`src/rtl/uart_baud_pkg.sv`:
```
// Shared types and constants for the UART baud tick generator.
package uart_baud_pkg;

    typedef enum logic [1:0] {
        IDLE = 2'd0,
        RUN  = 2'd1,
        PEND = 2'd2
    } state_e;

    localparam int unsigned MIN_DIV = 2;

    function automatic longint unsigned default_div(
        input longint unsigned clk_freq,
        input longint unsigned baud,
        input longint unsigned os
    );
        return clk_freq / (baud * os);
    endfunction

endpackage

```
`src/rtl/baud_tick_divider.sv`:
```
// One tick path: base counter, oversample counter, optional fraction.
// Fractional stretching is compiled in with BAUD_FRAC_EN.
module baud_tick_divider
    import uart_baud_pkg::*;
#(
    parameter int DIV_WIDTH  = 16,
    parameter int OVERSAMPLE = 16,
    parameter int FRAC_BITS  = 4
) (
    input  logic                 clk,
    input  logic                 reset,
    input  logic                 en_i,
    input  logic                 sync_i,
    input  logic [DIV_WIDTH-1:0] div_i,
    input  logic [FRAC_BITS-1:0] frac_i,
    output logic                 wrap_now_o,
    output logic                 tick_o,
    output logic                 mid_o,
    output logic                 wrap_o
);
    localparam int OS_W = $clog2(OVERSAMPLE);
    localparam logic [OS_W-1:0] OS_LAST = OS_W'(OVERSAMPLE - 1);
    localparam logic [OS_W-1:0] OS_MID = OS_W'(OVERSAMPLE / 2 - 1);

    logic [DIV_WIDTH-1:0] base_q, base_d;
    logic [OS_W-1:0]      os_q, os_d;
    logic                 tick_q, mid_q, wrap_q;
    logic [DIV_WIDTH:0]   limit;
    logic                 base_wrap, os_last;

`ifdef BAUD_FRAC_EN
    logic [FRAC_BITS-1:0] acc_q, acc_d;
    logic [FRAC_BITS:0]   acc_sum;

    // A carry out of the accumulator stretches this period by one cycle.
    assign acc_sum = {1'b0, acc_q} + {1'b0, frac_i};
    assign limit = {1'b0, div_i} - (DIV_WIDTH+1)'(1)
                 + (DIV_WIDTH+1)'(acc_sum[FRAC_BITS]);
    assign acc_d = base_wrap ? acc_sum[FRAC_BITS-1:0] : acc_q;

    always_ff @(posedge clk) begin
        if (!reset || !en_i || sync_i) begin
            acc_q <= '0;
        end else begin
            acc_q <= acc_d;
        end
    end
`else
    logic unused_frac;

    assign unused_frac = ^frac_i;
    assign limit = {1'b0, div_i} - (DIV_WIDTH+1)'(1);
`endif

    assign base_wrap = en_i & ~sync_i & ({1'b0, base_q} >= limit);
    assign os_last = (os_q == OS_LAST);
    assign wrap_now_o = base_wrap & os_last;

    always_comb begin
        base_d = base_q + DIV_WIDTH'(1);
        os_d = os_q;
        if (base_wrap) begin
            base_d = '0;
            os_d = os_last ? '0 : os_q + OS_W'(1);
        end
    end

    always_ff @(posedge clk) begin
        if (!reset || !en_i || sync_i) begin
            base_q <= '0;
            os_q <= '0;
            tick_q <= 1'b0;
            mid_q <= 1'b0;
            wrap_q <= 1'b0;
        end else begin
            base_q <= base_d;
            os_q <= os_d;
            tick_q <= base_wrap;
            mid_q <= base_wrap & (os_q == OS_MID);
            wrap_q <= wrap_now_o;
        end
    end

    assign tick_o = tick_q;
    assign mid_o = mid_q;
    assign wrap_o = wrap_q;

endmodule

```
`src/rtl/uart_baud_tick_gen.sv`:
```
// Baud tick generator: FSM, shadow divisor and load handshake.
// Define BAUD_FRAC_EN to enable the fractional divisor.
module uart_baud_tick_gen
    import uart_baud_pkg::*;
#(
    parameter int CLK_FREQ     = 50_000_000,
    parameter int DEFAULT_BAUD = 115200,
    parameter int OVERSAMPLE   = 16,
    parameter int DIV_WIDTH    = 16,
    parameter int FRAC_BITS    = 4
) (
    input  logic                 clk,
    input  logic                 reset,
    input  logic                 enable,
    input  logic [DIV_WIDTH-1:0] divisor,
    input  logic [FRAC_BITS-1:0] divFrac,
    input  logic                 divLoad,
    output logic                 divAck,
    input  logic                 rxSync,
    output logic                 rxTick,
    output logic                 rxMidTick,
    output logic                 txTick,
    output logic                 running
);
    localparam logic [DIV_WIDTH-1:0] DEFAULT_DIV = DIV_WIDTH'(
        default_div(64'(CLK_FREQ), 64'(DEFAULT_BAUD), 64'(OVERSAMPLE)));
    localparam logic [DIV_WIDTH-1:0] MIN_DIV_W = DIV_WIDTH'(MIN_DIV);

    state_e               state_q, state_d;
    logic [DIV_WIDTH-1:0] div_q, div_d;
    logic [DIV_WIDTH-1:0] shadow_q, shadow_d;
    logic [DIV_WIDTH-1:0] div_clamp;
    logic [FRAC_BITS-1:0] frac_act;
    logic                 ack_q, apply, run_en, tx_wrap_now;
    logic                 unused_rx_wrap_now, unused_rx_wrap;
    logic                 unused_tx_tick, unused_tx_mid;

    assign div_clamp = (divisor < MIN_DIV_W) ? MIN_DIV_W : divisor;
    assign shadow_d = divLoad ? div_clamp : shadow_q;
    assign div_d = apply ? shadow_d : div_q;
    assign run_en = enable & (state_q != IDLE);

`ifdef BAUD_FRAC_EN
    logic [FRAC_BITS-1:0] frac_q, frac_d;
    logic [FRAC_BITS-1:0] fshadow_q, fshadow_d;

    assign fshadow_d = divLoad ? divFrac : fshadow_q;
    assign frac_d = apply ? fshadow_d : frac_q;
    assign frac_act = frac_q;

    always_ff @(posedge clk) begin
        if (!reset) begin
            frac_q <= '0;
            fshadow_q <= '0;
        end else begin
            frac_q <= frac_d;
            fshadow_q <= fshadow_d;
        end
    end
`else
    logic unused_div_frac;

    assign unused_div_frac = ^divFrac;
    assign frac_act = '0;
`endif

    // A load seen in RUN waits in PEND for the next tx bit boundary.
    always_comb begin
        state_d = state_q;
        apply = 1'b0;
        unique case (state_q)
            IDLE: begin
                apply = divLoad;
                if (enable) state_d = RUN;
            end
            RUN: begin
                if (!enable) begin
                    state_d = IDLE;
                    apply = divLoad;
                end else if (divLoad) begin
                    state_d = PEND;
                end
            end
            PEND: begin
                if (!enable) begin
                    state_d = IDLE;
                    apply = 1'b1;
                end else if (tx_wrap_now) begin
                    state_d = RUN;
                    apply = 1'b1;
                end
            end
            default: state_d = IDLE;
        endcase
    end

    always_ff @(posedge clk) begin
        if (!reset) begin
            state_q <= IDLE;
            div_q <= DEFAULT_DIV;
            shadow_q <= DEFAULT_DIV;
            ack_q <= 1'b0;
        end else begin
            state_q <= state_d;
            div_q <= div_d;
            shadow_q <= shadow_d;
            ack_q <= apply;
        end
    end

    baud_tick_divider #(
        .DIV_WIDTH (DIV_WIDTH),
        .OVERSAMPLE(OVERSAMPLE),
        .FRAC_BITS (FRAC_BITS)
    ) u_rx (
        .clk       (clk),
        .reset     (reset),
        .en_i      (run_en),
        .sync_i    (rxSync),
        .div_i     (div_q),
        .frac_i    (frac_act),
        .wrap_now_o(unused_rx_wrap_now),
        .tick_o    (rxTick),
        .mid_o     (rxMidTick),
        .wrap_o    (unused_rx_wrap)
    );

    baud_tick_divider #(
        .DIV_WIDTH (DIV_WIDTH),
        .OVERSAMPLE(OVERSAMPLE),
        .FRAC_BITS (FRAC_BITS)
    ) u_tx (
        .clk       (clk),
        .reset     (reset),
        .en_i      (run_en),
        .sync_i    (1'b0),
        .div_i     (div_q),
        .frac_i    (frac_act),
        .wrap_now_o(tx_wrap_now),
        .tick_o    (unused_tx_tick),
        .mid_o     (unused_tx_mid),
        .wrap_o    (txTick)
    );

    assign divAck = ack_q;
    assign running = (state_q != IDLE);

endmodule

```
`config.mk`:
```
export PLATFORM = sky130hd
export DESIGN_NAME = uart_baud_tick_gen
export DESIGN_NICKNAME = d
export VERILOG_FILES = /design/src/rtl/uart_baud_pkg.sv /design/src/rtl/baud_tick_divider.sv /design/src/rtl/uart_baud_tick_gen.sv
export SDC_FILE = /design/constraint.sdc
export NUM_CORES = 1
export LEC_CHECK = 0
export CELL_PAD_IN_SITES_DETAIL_PLACEMENT = 1
export CELL_PAD_IN_SITES_GLOBAL_PLACEMENT = 1
export CORE_ASPECT_RATIO = 1.25
export CORE_MARGIN = 1.5
export CORE_UTILIZATION = 53
export CTS_CLUSTER_DIAMETER = 60
export CTS_CLUSTER_SIZE = 10
export DETAILED_ROUTE_END_ITERATION = 8
export DONT_BUFFER_PORTS = 1
export GPL_ROUTABILITY_DRIVEN = 0
export PLACE_DENSITY = 0.94
export SLEW_MARGIN = 25
export SYNTH_ARGS = -nofsm -noshare
export SYNTH_HDL_FRONTEND = slang
export SYNTH_HIERARCHICAL = 1
export SYNTH_SLANG_ARGS = --single-unit
```
`constraint.sdc`:
```
create_clock -name clk -period 9.5 [get_ports clk]
set_input_delay 1.9 -clock clk [delete_from_list [all_inputs] [get_ports clk]]
set_output_delay 1.9 -clock clk [all_outputs]
set_load 0.05 [all_outputs]
```
==> reports/qor.txt, run 1 <==
STA
----------------------------------------------------------------------------------
Setup_tns                                                                     0 ps
Shortest period the worst path allows                                      5410 ps
Worst clock skew                                                           19.2 ps
Setup violation total in the final timing report                                 0
Timing-limited maximum frequency                                           185 MHz
Worst max-slew margin expressed relative to the limit                        35.3%
Slack of the critical path                                                 4090 ps
Final Hold Vio Count                                                             0
Slew of the pin with the lowest slew margin                                 947 ps
Setup repair after global routing missed its margin                             no
Slew Viols, Final                                                                0
Ratio of final minimum period to clock period                                57.0%

DETAILED ROUTING
----------------------------------------------------------------------------------
Drt first-iter violations                                                      272
Detail Route Antenna Nets                                                        0
Aggregate routed wire length                                              14200 µm
First-pass detailed-route iteration total                                        5
Total number of vias                                                          3972
Routed wirelength normalized by instance count                             23.4 µm
Via count normalized by instance count                                        6.55
DRC violations left                                                              0

WORST SETUP PATH
----------------------------------------------------------------------------------
Critical path peak fanout                                                       13
Worst endpoint required time                                               9710 ps
Endpoint of the most critical register-to-register path                   div_q[0]
FF-to-FF path depth                                                             17
Worst reg2reg path startpoint                                             div_q[3]
R2R setup slack                                                            4090 ps
Element type at the critical path start                                       flop
Critical path start-end classification                                  reg -> reg
Arrival time reported for the critical path endpoint                       5630 ps
Kind of end point of the critical path                                        flop

SYNTHESIS
----------------------------------------------------------------------------------
Yosys warns                                                                      6
Syn Std Cell Area                                                         4550 µm²
Syn avg cell area                                                         9.04 µm²
Post-synthesis cell count                                                      503

GLOBAL ROUTING
----------------------------------------------------------------------------------
Total congestion overflow                                                        0
Initial antenna violation count                                                  0
Via count of the first global-routing pass                                    4355
Wire length of the first global-routing pass                              22900 µm
Global router's overall resource usage                                       32.5%
Pin count of the biggest net entering global routing                            40

PLACEMENT
----------------------------------------------------------------------------------
Placement-stage worst setup slack                                          4450 ps
DP Wirelength                                                              8570 µm
Placed cell count                                                              590
Port bufs                                                                        0

FINISH
----------------------------------------------------------------------------------
Share of final-layout standard cells stronger than drive strength 1          6.88%
Layout overhead on the synthesized area                                      5.91%
Total inserted antenna cells                                                     0
Nets@finish                                                                    567
Filler-free cell count of the finished design                                  606
Filler instances                                                               944

HOLD PATH
----------------------------------------------------------------------------------
Worst hold-check path type                                              reg -> reg
WHS Endpoint                                                           shadow_q[3]
Worst hold start                                                       shadow_q[3]
Number of cells on the worst hold path                                           2

DIE
----------------------------------------------------------------------------------
Initial core utilization                                                     54.9%
Number of core rows                                                             37
Die span in y                                                               107 µm
Chip Width                                                                 85.9 µm
Die outline area                                                          9150 µm²
Boundary Pins                                                                   30
Area of the placeable core                                                8290 µm²

CLOCKING
----------------------------------------------------------------------------------
CTS H-Tree Depth                                                                 3
Max Root-Sink Buffers                                                            2
CTS Hold Bufs                                                                    0
Worst-path clk slew                                                          90 ps
Post-CTS sizing                                                                  0
Root Driver                                                               clkbuf_8
Setup repair bufs after CTS                                                      0
Source-to-sink clock delay at the later pin of the worst-skew pair          360 ps
Number of clock sinks seen by CTS                                               78
Clock buffer count from CTS                                                      9
CTS tree                                                                      done

RUN
----------------------------------------------------------------------------------
Total of max-cap violations                                                      0

PWR
----------------------------------------------------------------------------------
Total power density per cell area                                       150 nW/µm²
Static power due to leakage                                                1.96 nW
Overall Power                                                           0.000725 W
VDD IR max                                                                0.123 mV

OUTCOME
----------------------------------------------------------------------------------
Status                                                                   completed

-- how the worst max path moves through the flow --
stage	end	startpoint
after floorplan	div_q[15]	div_q[0]
after global routing	div_q[0]	div_q[3]
after CTS	div_q[0]	div_q[0]
final	div_q[0]	div_q[3]
after detailed placement	div_q[0]	div_q[3]
after global placement	div_q[0]	div_q[0]
-- routing by layer --
metal	wire (µm)	global-route usage [%]
met5	0	0
met4	582	15.9
met3	706	6.85
met2	7300	57.0
met1	5580	37.0
-- registers in the layout, indices dropped and copies added (netlist names), 2 cells and up --
register and flops:
div_q 16, shadow_q 16, u_tx/os_q 4, state_q 2, u_rx/base_q 16, u_tx/base_q 16
u_rx/os_q 4
-- final cells by class --
class / count / area (µm²) / share of cell area, %
Tap cell: 97 / 121 / 2.52
Inverter: 17 / 63.8 / 1.32
Sequential cell: 78 / 1560 / 32.4
Multi-Input combinational cell: 398 / 2850 / 59.1
Clock buffer: 12 / 145 / 3.01
Clock inverter: 4 / 77.6 / 1.61
-- report_power, final --
group	switching [W]	total, W	internal, W
combinational	0.0000470	0.0000786	0.0000316
clock	0.000129	0.000287	0.000158
sequential	0.0000222	0.000359	0.000337
total	0.000198	0.000725	0.000526
-- per-stage QoR --
stage / hold slack [ps] / instance area [µm²] / util [%]
2_1_floorplan: 434 / 4560 / -
3_3_place_gp: 454 / 4590 / 55.4
3_5_place_dp: 472 / 4590 / 55.4
4_1_cts: 494 / 4820 / 58.1
5_1_grt: 501 / 4820 / 58.1
6_report: 489 / 4820 / 58.1
-- worst max-delay path, stage by stage (launching register included) --
cell      delay (ps)
dfxtp_1          460
nor3_2           310
nand3_1          200
or4_1            530
nor4_1           440
nand2_1          180
xor2_1           210
ha_1             340
nand3_1          160
nor2_1           210
nand2_1          160
o211ai_2         180
nand2_4          100
nor4b_1          650
nor2b_1          190
o21a_2           300
nor2_2           450
a41oi_1          200
-- placed cells by master (no fill, tap or decap), drive strengths merged, types with 3 or more instances in the layout --
master,instances
dfxtp,78
nor2,54
ha,38
nand2,36
xnor2,34
nand3,32
xor2,22
a21oi,20
inv,19
nor3,17
mux2i,15
o21ai,15
nor2b,14
o211a,13
nor4,12
clkbuf,12
nand4,9
and3,6
nand2b,5
a21o,5
nand3b,5
or4,5
o311ai,4
and4,3
nand4b,3
conb,3
nor3b,3
(Power assumes the default switching activity.)
==> inputs of run 2 (changes only) <==
Settings changed: ABC_AREA set to 1, CORE_UTILIZATION 53 to 47, PLACE_DENSITY 0.94 to 0.88.
Clock period 9.5 ns to 5.4 ns, I/O delays scaled along.
==> run 2 against run 1 <==
  * Combinational power increased by 110%
  * Largest cell class unchanged
  * First-iteration DRC count decreased by 38%
  * Hold slack got worse by 4.8 ps
  * Sequential share of layout area decreased by 2.6 points
  * Register-to-register slack got worse by 2500 ps
==> reports/qor.txt, run 2 <==
OUTCOME
----------------------------------------------------------------------------------
Status                                                                   completed

HOLD PATH
----------------------------------------------------------------------------------
Worst hold-check path type                                              reg -> reg

WORST SETUP PATH
----------------------------------------------------------------------------------
Slowest stage cell on the critical path                                    dfxtp_1
Cell-by-cell trace of the critical path                               nor2_1 > nand4_1 > nor2_1 > nand2_1 > nor4_1 > xor2_1 > inv_1 > ha_1 > nand2_1 > nor2_1 > nand4_1 > nand3_1 > nand2_1 > nand3_4 > nand2_4 > nor2_1 > o21ai_2 > nand2_2 > inv_2 > nand2_1 > nand2_1 > inv_1 > nand2_1
Max stage delay on crit path                                                450 ps   -200 ps
Critical path start-end classification                                  reg -> reg
Most numerous cell on the critical path                                    nand2_1
Element type at the critical path start                                       flop
Cell type group with the largest total delay on the critical path     simple AND/OR/NAND/NOR gates
Arrival time reported for the critical path endpoint                       4010 ps   -1620 ps
Critical path peak fanout                                                       29   +16
Kind of end point of the critical path                                        flop
Number of buffer and inverter instances along the worst setup path               3   +3
Worst endpoint required time                                               5630 ps   -4080 ps

GLOBAL ROUTING
----------------------------------------------------------------------------------
Total congestion overflow                                                        0   unchanged
Via count of the first global-routing pass                                    4438   +1.9%
Initial antenna violation count                                                  0   unchanged
Global router's overall resource usage                                       24.0%   -8.4 points
Wire length of the first global-routing pass                              20400 µm   -11%
Pin count of the biggest net entering global routing                            30   -25%

CLOCKING
----------------------------------------------------------------------------------
Root Driver                                                              clkbuf_16
Number of clock sinks seen by CTS                                               78   unchanged
Setup repair bufs after CTS                                                      0   unchanged
Post-CTS sizing                                                                  0   unchanged
Max Root-Sink Buffers                                                            2   unchanged
CTS Hold Bufs                                                                    0   unchanged
CTS H-Tree Depth                                                                 3   unchanged
Worst-path clk slew                                                          60 ps   -30 ps
Source-to-sink clock delay at the later pin of the worst-skew pair          340 ps   -20 ps
CTS tree                                                                      done
Clock buffer count from CTS                                                      9   unchanged

PWR
----------------------------------------------------------------------------------
Overall Power                                                            0.00152 W   +110%
Static power due to leakage                                                2.36 nW   +21%
VDD IR max                                                                0.166 mV   +34%
Total power density per cell area                                       290 nW/µm²   +92%

DETAILED ROUTING
----------------------------------------------------------------------------------
DRC violations left                                                              0   unchanged
First-pass detailed-route iteration total                                        4   -1
Total number of vias                                                          4143   +4.3%
Routed wirelength normalized by instance count                             16.0 µm   -32%
Detail Route Antenna Nets                                                        0   unchanged
Aggregate routed wire length                                              12500 µm   -12%
Via count normalized by instance count                                        5.32   -19%
Drt first-iter violations                                                      168   -38%

STA
----------------------------------------------------------------------------------
Setup repair after global routing missed its margin                             no
Shortest period the worst path allows                                      3780 ps   -1640 ps
Final Hold Vio Count                                                             0   unchanged
Slack of the critical path                                                 1620 ps   -2460 ps
Ratio of final minimum period to clock period                                70.0%   +13 points
Slew Viols, Final                                                                0   unchanged
Setup violation total in the final timing report                                 0   unchanged
Setup_tns                                                                     0 ps   unchanged
Worst clock skew                                                           11.2 ps   -8.01 ps
Timing-limited maximum frequency                                           265 MHz   +43%

DIE
----------------------------------------------------------------------------------
Chip Width                                                                 93.4 µm   +8.8%
Number of core rows                                                             41   +11%
Area of the placeable core                                               10000 µm²   +21%
Die span in y                                                               116 µm   +8.9%
Die outline area                                                         10800 µm²   +18%
Initial core utilization                                                     48.0%   -6.9 points
Boundary Pins                                                                   30   unchanged

FINISH
----------------------------------------------------------------------------------
Leading cell type in the layout, fill and taps excluded                    nand2_1
Leading cell types in the layout, fill and taps excluded              nand2_1, nor2_1, inv_1
Filler-free cell count of the finished design                                  779   +29%
Core Util, Final                                                             52.3%   -5.8 points
Nets@finish                                                                    708   +25%
Layout overhead on the synthesized area                                      8.93%
Share of final-layout standard cells stronger than drive strength 1          8.77%   +1.9 points
Total inserted antenna cells                                                     0   unchanged

SYNTHESIS
----------------------------------------------------------------------------------
Yosys warns                                                                      6   unchanged
Syn avg cell area                                                         7.46 µm²   -18%
Number of nets in the synthesized netlist                                      707
Syn Std Cell Area                                                         4800 µm²   +5.6%
Post-synthesis cell count                                                      644   +28%

RUN
----------------------------------------------------------------------------------
Total of max-cap violations                                                      0   unchanged

PLACEMENT
----------------------------------------------------------------------------------
Placement-stage worst setup slack                                          1790 ps   -2660 ps
DP Wirelength                                                              8710 µm   +1.6%
Port bufs                                                                        0   unchanged
Placed cell count                                                              763   +29%

==> run 2: layer usage <==
layer | routed length (µm) | vias up | global-route usage (%) | part of all wire (%)
li1 | - | 2055 | - | -
met1 | 5120 | 2002 | 25.6 | 41
met2 | 6710 | 54 | 45.6 | 54
met3 | 263 | 32 | 4.20 | 2.1
met4 | 382 | 0 | 10.8 | 3.1
met5 | 0 | - | 0 | 0
==> run 2: worst paths after layout <==
path | slack [ps] | depth (start not counted) | endpoint | startpoint
setup / recovery | 1620 | 23 | div_q[1] | div_q[4]
hold / removal | 480 | 2 | shadow_q[4] | shadow_q[4]
setup reg to reg | 1620 | 23 | div_q[1] | div_q[4]
hold reg to reg | 480 | 2 | shadow_q[4] | shadow_q[4]
==> run 2: metrics by stage <==
| stage | hold slack [ps] | area [µm²] |
|---|---|---|
| finish | 484 | 5230 |
| detailed placement | 453 | 4880 |
| global placement | 436 | 4880 |
| CTS | 484 | 5230 |
| global route | 496 | 5230 |
| floorplan | 424 | 4800 |
==> run 2: final cells by class <==
class                      instances  area [µm²]
fill                            1256        4770
multi-input combinational        471        2840
clock buffer                      10         239
sequential                        78        1560
tap                              129         161
inverter                          85         319
clock inverter                     6         116
==> run 2: report_power, final <==
| group | switching [W] | total [W] | internal (W) | leakage, nW |
|---|---|---|---|---|
| Clock | 0.000255 | 0.000722 | 0.000468 | 0.173 |
| Combinational | 0.000108 | 0.000165 | 0.0000575 | 1.55 |
| Sequential | 0.0000322 | 0.000627 | 0.000595 | 0.636 |
==> run 2: tightest hold or removal path, cell delays in order, from the launching register on <==
cell,delay (ps)
dfxtp_1,320
nand2_1,70
nand3_1,60
